$ cat src/rtl/message_schedule_generator_pkg.sv
// Shared definitions for the SHA-2 message schedule: word/round pairings,
// sigma rotate/shift amounts per word width, and the index-width helper.
package message_schedule_generator_pkg;

  localparam int SHA256_WORD   = 32;
  localparam int SHA256_ROUNDS = 64;
  localparam int SHA512_WORD   = 64;
  localparam int SHA512_ROUNDS = 80;

  // Selectors into sigmaAmount: s0 = ROTR a ^ ROTR b ^ SHR c, same layout for s1.
  localparam int SIG0_ROT_A = 0;
  localparam int SIG0_ROT_B = 1;
  localparam int SIG0_SHR   = 2;
  localparam int SIG1_ROT_A = 3;
  localparam int SIG1_ROT_B = 4;
  localparam int SIG1_SHR   = 5;

  typedef enum logic {
    S_IDLE = 1'b0,
    S_RUN  = 1'b1
  } state_t;

  function automatic int clogb2(input int depth);
    int bits;
    bits = 0;
    for (int v = depth - 1; v > 0; v = v >> 1) begin
      bits++;
    end
    return (bits == 0) ? 1 : bits;
  endfunction

  function automatic int roundsFor(input int wordSize);
    return (wordSize == SHA512_WORD) ? SHA512_ROUNDS : SHA256_ROUNDS;
  endfunction

  function automatic int sigmaAmount(input int wordSize, input int sel);
    if (wordSize == SHA512_WORD) begin
      case (sel)
        SIG0_ROT_A: return 1;
        SIG0_ROT_B: return 8;
        SIG0_SHR:   return 7;
        SIG1_ROT_A: return 19;
        SIG1_ROT_B: return 61;
        default:    return 6;
      endcase
    end
    case (sel)
      SIG0_ROT_A: return 7;
      SIG0_ROT_B: return 18;
      SIG0_SHR:   return 3;
      SIG1_ROT_A: return 17;
      SIG1_ROT_B: return 19;
      default:    return 10;
    endcase
  endfunction

endpackage

$ cat src/rtl/message_schedule_generator_sigma.sv
// Combinational small-sigma functions s0/s1 for the message schedule;
// rotate/shift amounts follow WORD_SIZE (SHA-256 or SHA-512).
module schedule_sigma
  import message_schedule_generator_pkg::*;
#(
  parameter int WORD_SIZE = 32
) (
  input  logic [WORD_SIZE-1:0] i_x0,
  input  logic [WORD_SIZE-1:0] i_x1,
  output logic [WORD_SIZE-1:0] o_sigma0,
  output logic [WORD_SIZE-1:0] o_sigma1
);

  localparam int S0_RA = sigmaAmount(WORD_SIZE, SIG0_ROT_A);
  localparam int S0_RB = sigmaAmount(WORD_SIZE, SIG0_ROT_B);
  localparam int S0_SH = sigmaAmount(WORD_SIZE, SIG0_SHR);
  localparam int S1_RA = sigmaAmount(WORD_SIZE, SIG1_ROT_A);
  localparam int S1_RB = sigmaAmount(WORD_SIZE, SIG1_ROT_B);
  localparam int S1_SH = sigmaAmount(WORD_SIZE, SIG1_SHR);

  function automatic logic [WORD_SIZE-1:0] rotr(input logic [WORD_SIZE-1:0] x, input int n);
    return (x >> n) | (x << (WORD_SIZE - n));
  endfunction

  assign o_sigma0 = rotr(i_x0, S0_RA) ^ rotr(i_x0, S0_RB) ^ (i_x0 >> S0_SH);
  assign o_sigma1 = rotr(i_x1, S1_RA) ^ rotr(i_x1, S1_RB) ^ (i_x1 >> S1_SH);

endmodule

$ cat src/rtl/message_schedule_generator.sv
// Message schedule responder: loads one 16-word block, expands it through a
// sliding 16-word window and serves W[t] / W[t+1] combinationally.
module message_schedule_generator
  import message_schedule_generator_pkg::*;
#(
  parameter int WORD_SIZE   = 32,
  parameter int ROUNDS      = roundsFor(WORD_SIZE),
  parameter int BLOCK_WORDS = 16,
  localparam int IDX_W      = clogb2(ROUNDS)
) (
  input  logic                           clock,
  input  logic                           reset,
  input  logic [WORD_SIZE*BLOCK_WORDS-1:0] block_data,
  input  logic                           block_valid,
  output logic                           block_ready,
  input  logic                           clear,
  input  logic [IDX_W-1:0]               message_schedule_index,
  output logic [WORD_SIZE-1:0]           message_schedule_value,
  output logic                           schedule_ready,
  output logic                           schedule_done,
  output logic                           schedule_error
);

  localparam logic [IDX_W-1:0] LAST_T   = IDX_W'(ROUNDS - 1);
  localparam logic [IDX_W-1:0] PENULT_T = IDX_W'(ROUNDS - 2);

  state_t               r_state;
  logic [WORD_SIZE-1:0] r_window [BLOCK_WORDS];
  logic [IDX_W-1:0]     r_t;
  logic                 r_done;
  logic                 r_error;

  logic [IDX_W:0]       w_tPlusOne;
  logic                 w_run;
  logic                 w_lastT;
  logic                 w_hitCur;
  logic                 w_hitNext;
  logic                 w_advance;
  logic                 w_finalSeen;
  logic                 w_badIndex;
  logic [WORD_SIZE-1:0] w_sigma0;
  logic [WORD_SIZE-1:0] w_sigma1;
  logic [WORD_SIZE-1:0] w_newWord;

  schedule_sigma #(
    .WORD_SIZE(WORD_SIZE)
  ) u_sigma (
    .i_x0    (r_window[1]),
    .i_x1    (r_window[14]),
    .o_sigma0(w_sigma0),
    .o_sigma1(w_sigma1)
  );

  // A request for t+1 is only a legal step while t has not saturated.
  assign w_tPlusOne  = {1'b0, r_t} + (IDX_W+1)'(1);
  assign w_run       = (r_state == S_RUN);
  assign w_lastT     = (r_t == LAST_T);
  assign w_hitCur    = (message_schedule_index == r_t);
  assign w_hitNext   = ({1'b0, message_schedule_index} == w_tPlusOne) && !w_lastT;
  assign w_advance   = w_run && w_hitNext;
  assign w_finalSeen = w_run && !r_done && (message_schedule_index == LAST_T) &&
                       (w_lastT || (r_t == PENULT_T));
  assign w_badIndex  = w_run && !w_hitCur && !w_hitNext;
  assign w_newWord   = w_sigma1 + r_window[9] + w_sigma0 + r_window[0];

  assign block_ready    = (r_state == S_IDLE);
  assign schedule_ready = w_run;
  assign schedule_done  = r_done;
  assign schedule_error = r_error;

  always_comb begin
    message_schedule_value = '0;
    if (w_run) begin
      message_schedule_value = w_hitNext ? r_window[1] : r_window[0];
    end
  end

  // Clear takes priority over both block load and window advance.
  always_ff @(posedge clock or negedge reset) begin
    if (!reset) begin
      r_state <= S_IDLE;
      r_t     <= '0;
      r_done  <= 1'b0;
      r_error <= 1'b0;
      for (int k = 0; k < BLOCK_WORDS; k++) r_window[k] <= '0;
    end else if (clear) begin
      r_state <= S_IDLE;
      r_t     <= '0;
      r_done  <= 1'b0;
      r_error <= 1'b0;
      for (int k = 0; k < BLOCK_WORDS; k++) r_window[k] <= '0;
    end else begin
      case (r_state)
        S_IDLE: begin
          r_done <= 1'b0;
          if (block_valid) begin
            r_state <= S_RUN;
            r_t     <= '0;
            for (int k = 0; k < BLOCK_WORDS; k++) begin
              r_window[k] <= block_data[WORD_SIZE*(BLOCK_WORDS-k)-1 -: WORD_SIZE];
            end
          end
        end
        S_RUN: begin
          if (w_badIndex) r_error <= 1'b1;
          if (r_done) begin
            r_state <= S_IDLE;
            r_done  <= 1'b0;
          end else begin
            if (w_advance) begin
              for (int k = 0; k < BLOCK_WORDS-1; k++) r_window[k] <= r_window[k+1];
              r_window[BLOCK_WORDS-1] <= w_newWord;
              r_t <= r_t + IDX_W'(1);
            end
            if (w_finalSeen) r_done <= 1'b1;
          end
        end
        default: r_state <= S_IDLE;
      endcase
    end
  end

endmodule

$ cat config.mk
export PLATFORM = sky130hd
export DESIGN_NAME = message_schedule_generator
export DESIGN_NICKNAME = d
export VERILOG_FILES = /design/src/rtl/message_schedule_generator_pkg.sv /design/src/rtl/message_schedule_generator_sigma.sv /design/src/rtl/message_schedule_generator.sv
export SDC_FILE = /design/constraint.sdc
export NUM_CORES = 1
export LEC_CHECK = 0
export ABC_CLOCK_PERIOD_IN_PS = 4270
export CORE_MARGIN = 5
export CORE_UTILIZATION = 42
export CTS_BUF_LIST = sky130_fd_sc_hd__clkbuf_16
export DETAILED_ROUTE_END_ITERATION = 10
export PLACE_DENSITY = 0.67
export SYNTH_ARGS = -nofsm -noshare
export SYNTH_HDL_FRONTEND = slang
export SYNTH_SLANG_ARGS = --single-unit
$ cat constraint.sdc
create_clock -name clock -period 4.27 [get_ports clock]
set_clock_uncertainty 0.05 [all_clocks]
set_input_delay 0.854 -clock clock [delete_from_list [all_inputs] [get_ports clock]]
set_output_delay 0.854 -clock clock [all_outputs]
set_load 0.005 [all_outputs]
==> reports/summary.txt <==
crit path max fanout = 8
f_max = 0.2387 GHz
post-synthesis sequential area ratio = 44.88%
Longest Clk Path Bufs = 3
reg2reg path depth = 17
Synth Warn # = 0
Max VDD drop = 0.0004138 V
Layout area overhead = 33.37%
share of cells above drive strength 1 = 9.405%
top-area cell type share of the netlist area = 44.88%
Core Region = 68,590 µm²
Worst setup EP type = primary output
Post-synth top cells = 526 x mux2i_1, 521 x dfrtp_1, 467 x nand2_1, 293 x o21ai_0, 171 x clkbuf_1
count leader, synth = mux2i_1
Area after DPL = 36,460 µm²
largest net degree at the start of global routing = 133
Yosys reg bits = 521
first-pass GRT wire length = 158,300 µm
Root Buffer = clkbuf_16
Antenna Nets Post-Route = 0
TNS Setup = 0 ns
Critical Path Start = message_schedule_index[5]
Die Height = 273.0 µm
Die ar. = 74,520 µm²
CTS clk-pin slew, worst paths = 0.06 ns
worst endpoint required time = 3.37 ns
clock latency on the worst-skew pair = 0.64 ns
largest cells by area after synthesis = dfrtp_1 45%, mux2i_1 18%, nand2_1 6.0%
GRT Util Overall = 28.42%
via density per instance = 5.357
cells after synthesis = 2,920
Final Max Slew Viols = 0
I/O Buffers = 557
max cap viols = 0
TritonCTS buffer count = 57
max_slew headroom = 23.16%
post-route cell area = 38,740 µm²
Die Wd = 273.0 µm
asr flop ratio synth = 100.0%
Setup Viol. Count Final = 0
syn nets = 3,537
initial core utilization = 42.35%
WL/cell = 24.58 µm
HP Class = in2async
Period minus WS final = 4.189 ns
Post-synth EDFFs = 0
Congestion Overflow GR = 0
DR vias = 24,040
worst endpoint data arrival time = 3.29 ns
worst slew pin tran = 1.150 ns
Final Hold Fails = 0
initial antenna violation count = 30
H-tree depth = 2
vias in the first global route = 23,930
I/O pin count = 558
Top FF cell, synth = dfrtp_1
unrepaired setup endpoints after global routing = true
DRT Pass-1 Iters = 5
initial drt markers = 2,385
routed wire length = 110,300 µm
RD Place Congestion = 0.9287
hold slack final = 0.2547 ns
total clock sinks = 521
fin crit share = 98.11%
Leak = 17.37 nW
Startpoint Class = input port
Post-DP HPWL = 84,770 µm
crit path kind = in2out
synthesized area = 29,050 µm²
Yosys cell types = 48
worst r2r src = r_window[35]
pwr dens = 432.3 nW/µm²
Yosys top cell by area = dfrtp_1
CTS tree = built
Mean Syn Cell Area = 9.947 µm²
nets@finish = 4,106
Residual DRC = 0
Site Rows = 96
status = finished clean
[worst max-delay path: stages]
cell and delay (ns):
clkdlybuf4s50_1 0.54, xor2_2 0.18, xor2_1 0.08, or4_4 0.57
bufbuf_16 0.32, mux2i_1 0.12, nor2_1 0.12, clkdlybuf4s50_1 0.50
[area by class of cell]
type | instances | area (µm²)
antenna | 26 | 65.06
timing repair buffer | 768 | 7559
sequential | 521 | 13050
multi-input combinational | 2013 | 14670
clock buffer | 58 | 1451
fill | 6123 | 29850
clock inverter | 42 | 300.3
inverter | 128 | 480.5
tap | 931 | 1165
[path summary, 6_finish.rpt]
check / endpoint / slack (ns)
worst min register to register: r_window[181] / 0.43
worst max register to register: r_window[25] / 0.12
min in group clock: r_window[181] / 0.43
max in group asynchronous: r_window[147] / 2.96
worst min-delay path: r_window[480] / 0.25
worst max-delay path: message_schedule_value[3] / 0.08
[stage by stage]
stage	util (%)	power, mW	setup slack [ns]	std cells
2_1_floorplan	-	8.985	0.3910	2920
3_3_place_gp	53.16	11.67	-0.1907	4345
3_5_place_dp	53.16	11.69	-0.2570	4345
4_1_cts	55.91	16.52	0.003022	4451
5_1_grt	56.45	17.56	-0.03874	4478
6_report	56.48	16.75	0.08052	4487
[flip-flops by register name (all words and copies together) (netlist names)]
signal and flops:
r_t 6, r_window 512, schedule_done 1, schedule_error 1, schedule_ready 1
[power breakdown]
| part | internal [mW] | switching [mW] | leakage [nW] |
|---|---|---|---|
| Sequential | 5.33 | 0.358 | 6.98 |
| Combinational | 2.85 | 3.46 | 9.47 |
| Clock | 2.63 | 2.11 | 0.920 |
[cell usage in the layout (no fill, tap or decap), types with 27 or more instances in the layout]
cell and n:
clkdlybuf4s50_1 528, mux2i_1 526, dfrtp_1 513, nand2_1 467, o21ai_0 287, buf_4 187, inv_1 143, o31ai_1 124
o21ai_1 96, xnor2_1 83, xor2_1 67, fa_1 61, clkbuf_16 58, nor2_1 57, or3_1 33, a21oi_1 32
o22ai_1 30, ha_1 27
[logic make-up after synthesis]
group / after synthesis / share of synthesized area, %
buf+inv: 386 / 5.475
fa+ha+maj: 95 / 5.695
xor+xnor: 161 / 4.880
mux: 526 / 18.13
compound gates: 626 / 12.49
simple gates: 605 / 8.447
flops: 521 / 44.88
[metal layers]
metal | part of all wire, % | vias to the layer above | track usage (%)
met1 | 42 | 11780 | 38.70
li1 | - | 11180 | -
met3 | 7.7 | 163 | 6.453
met4 | 3.4 | 14 | 9.372
met5 | 0.087 | - | 0
met2 | 47 | 897 | 45.28
[what timing repair did]
item,4_1_cts,5_1_grt
buffers inserted,4,11
pin swaps,1,28
endpoints found under the hold margin,0,0
gates cloned,2,0
hold buffers,0,0
resized for setup,11,66
endpoints found under the setup margin,35,48
No activity file was read; power rests on OpenSTA's default activity.
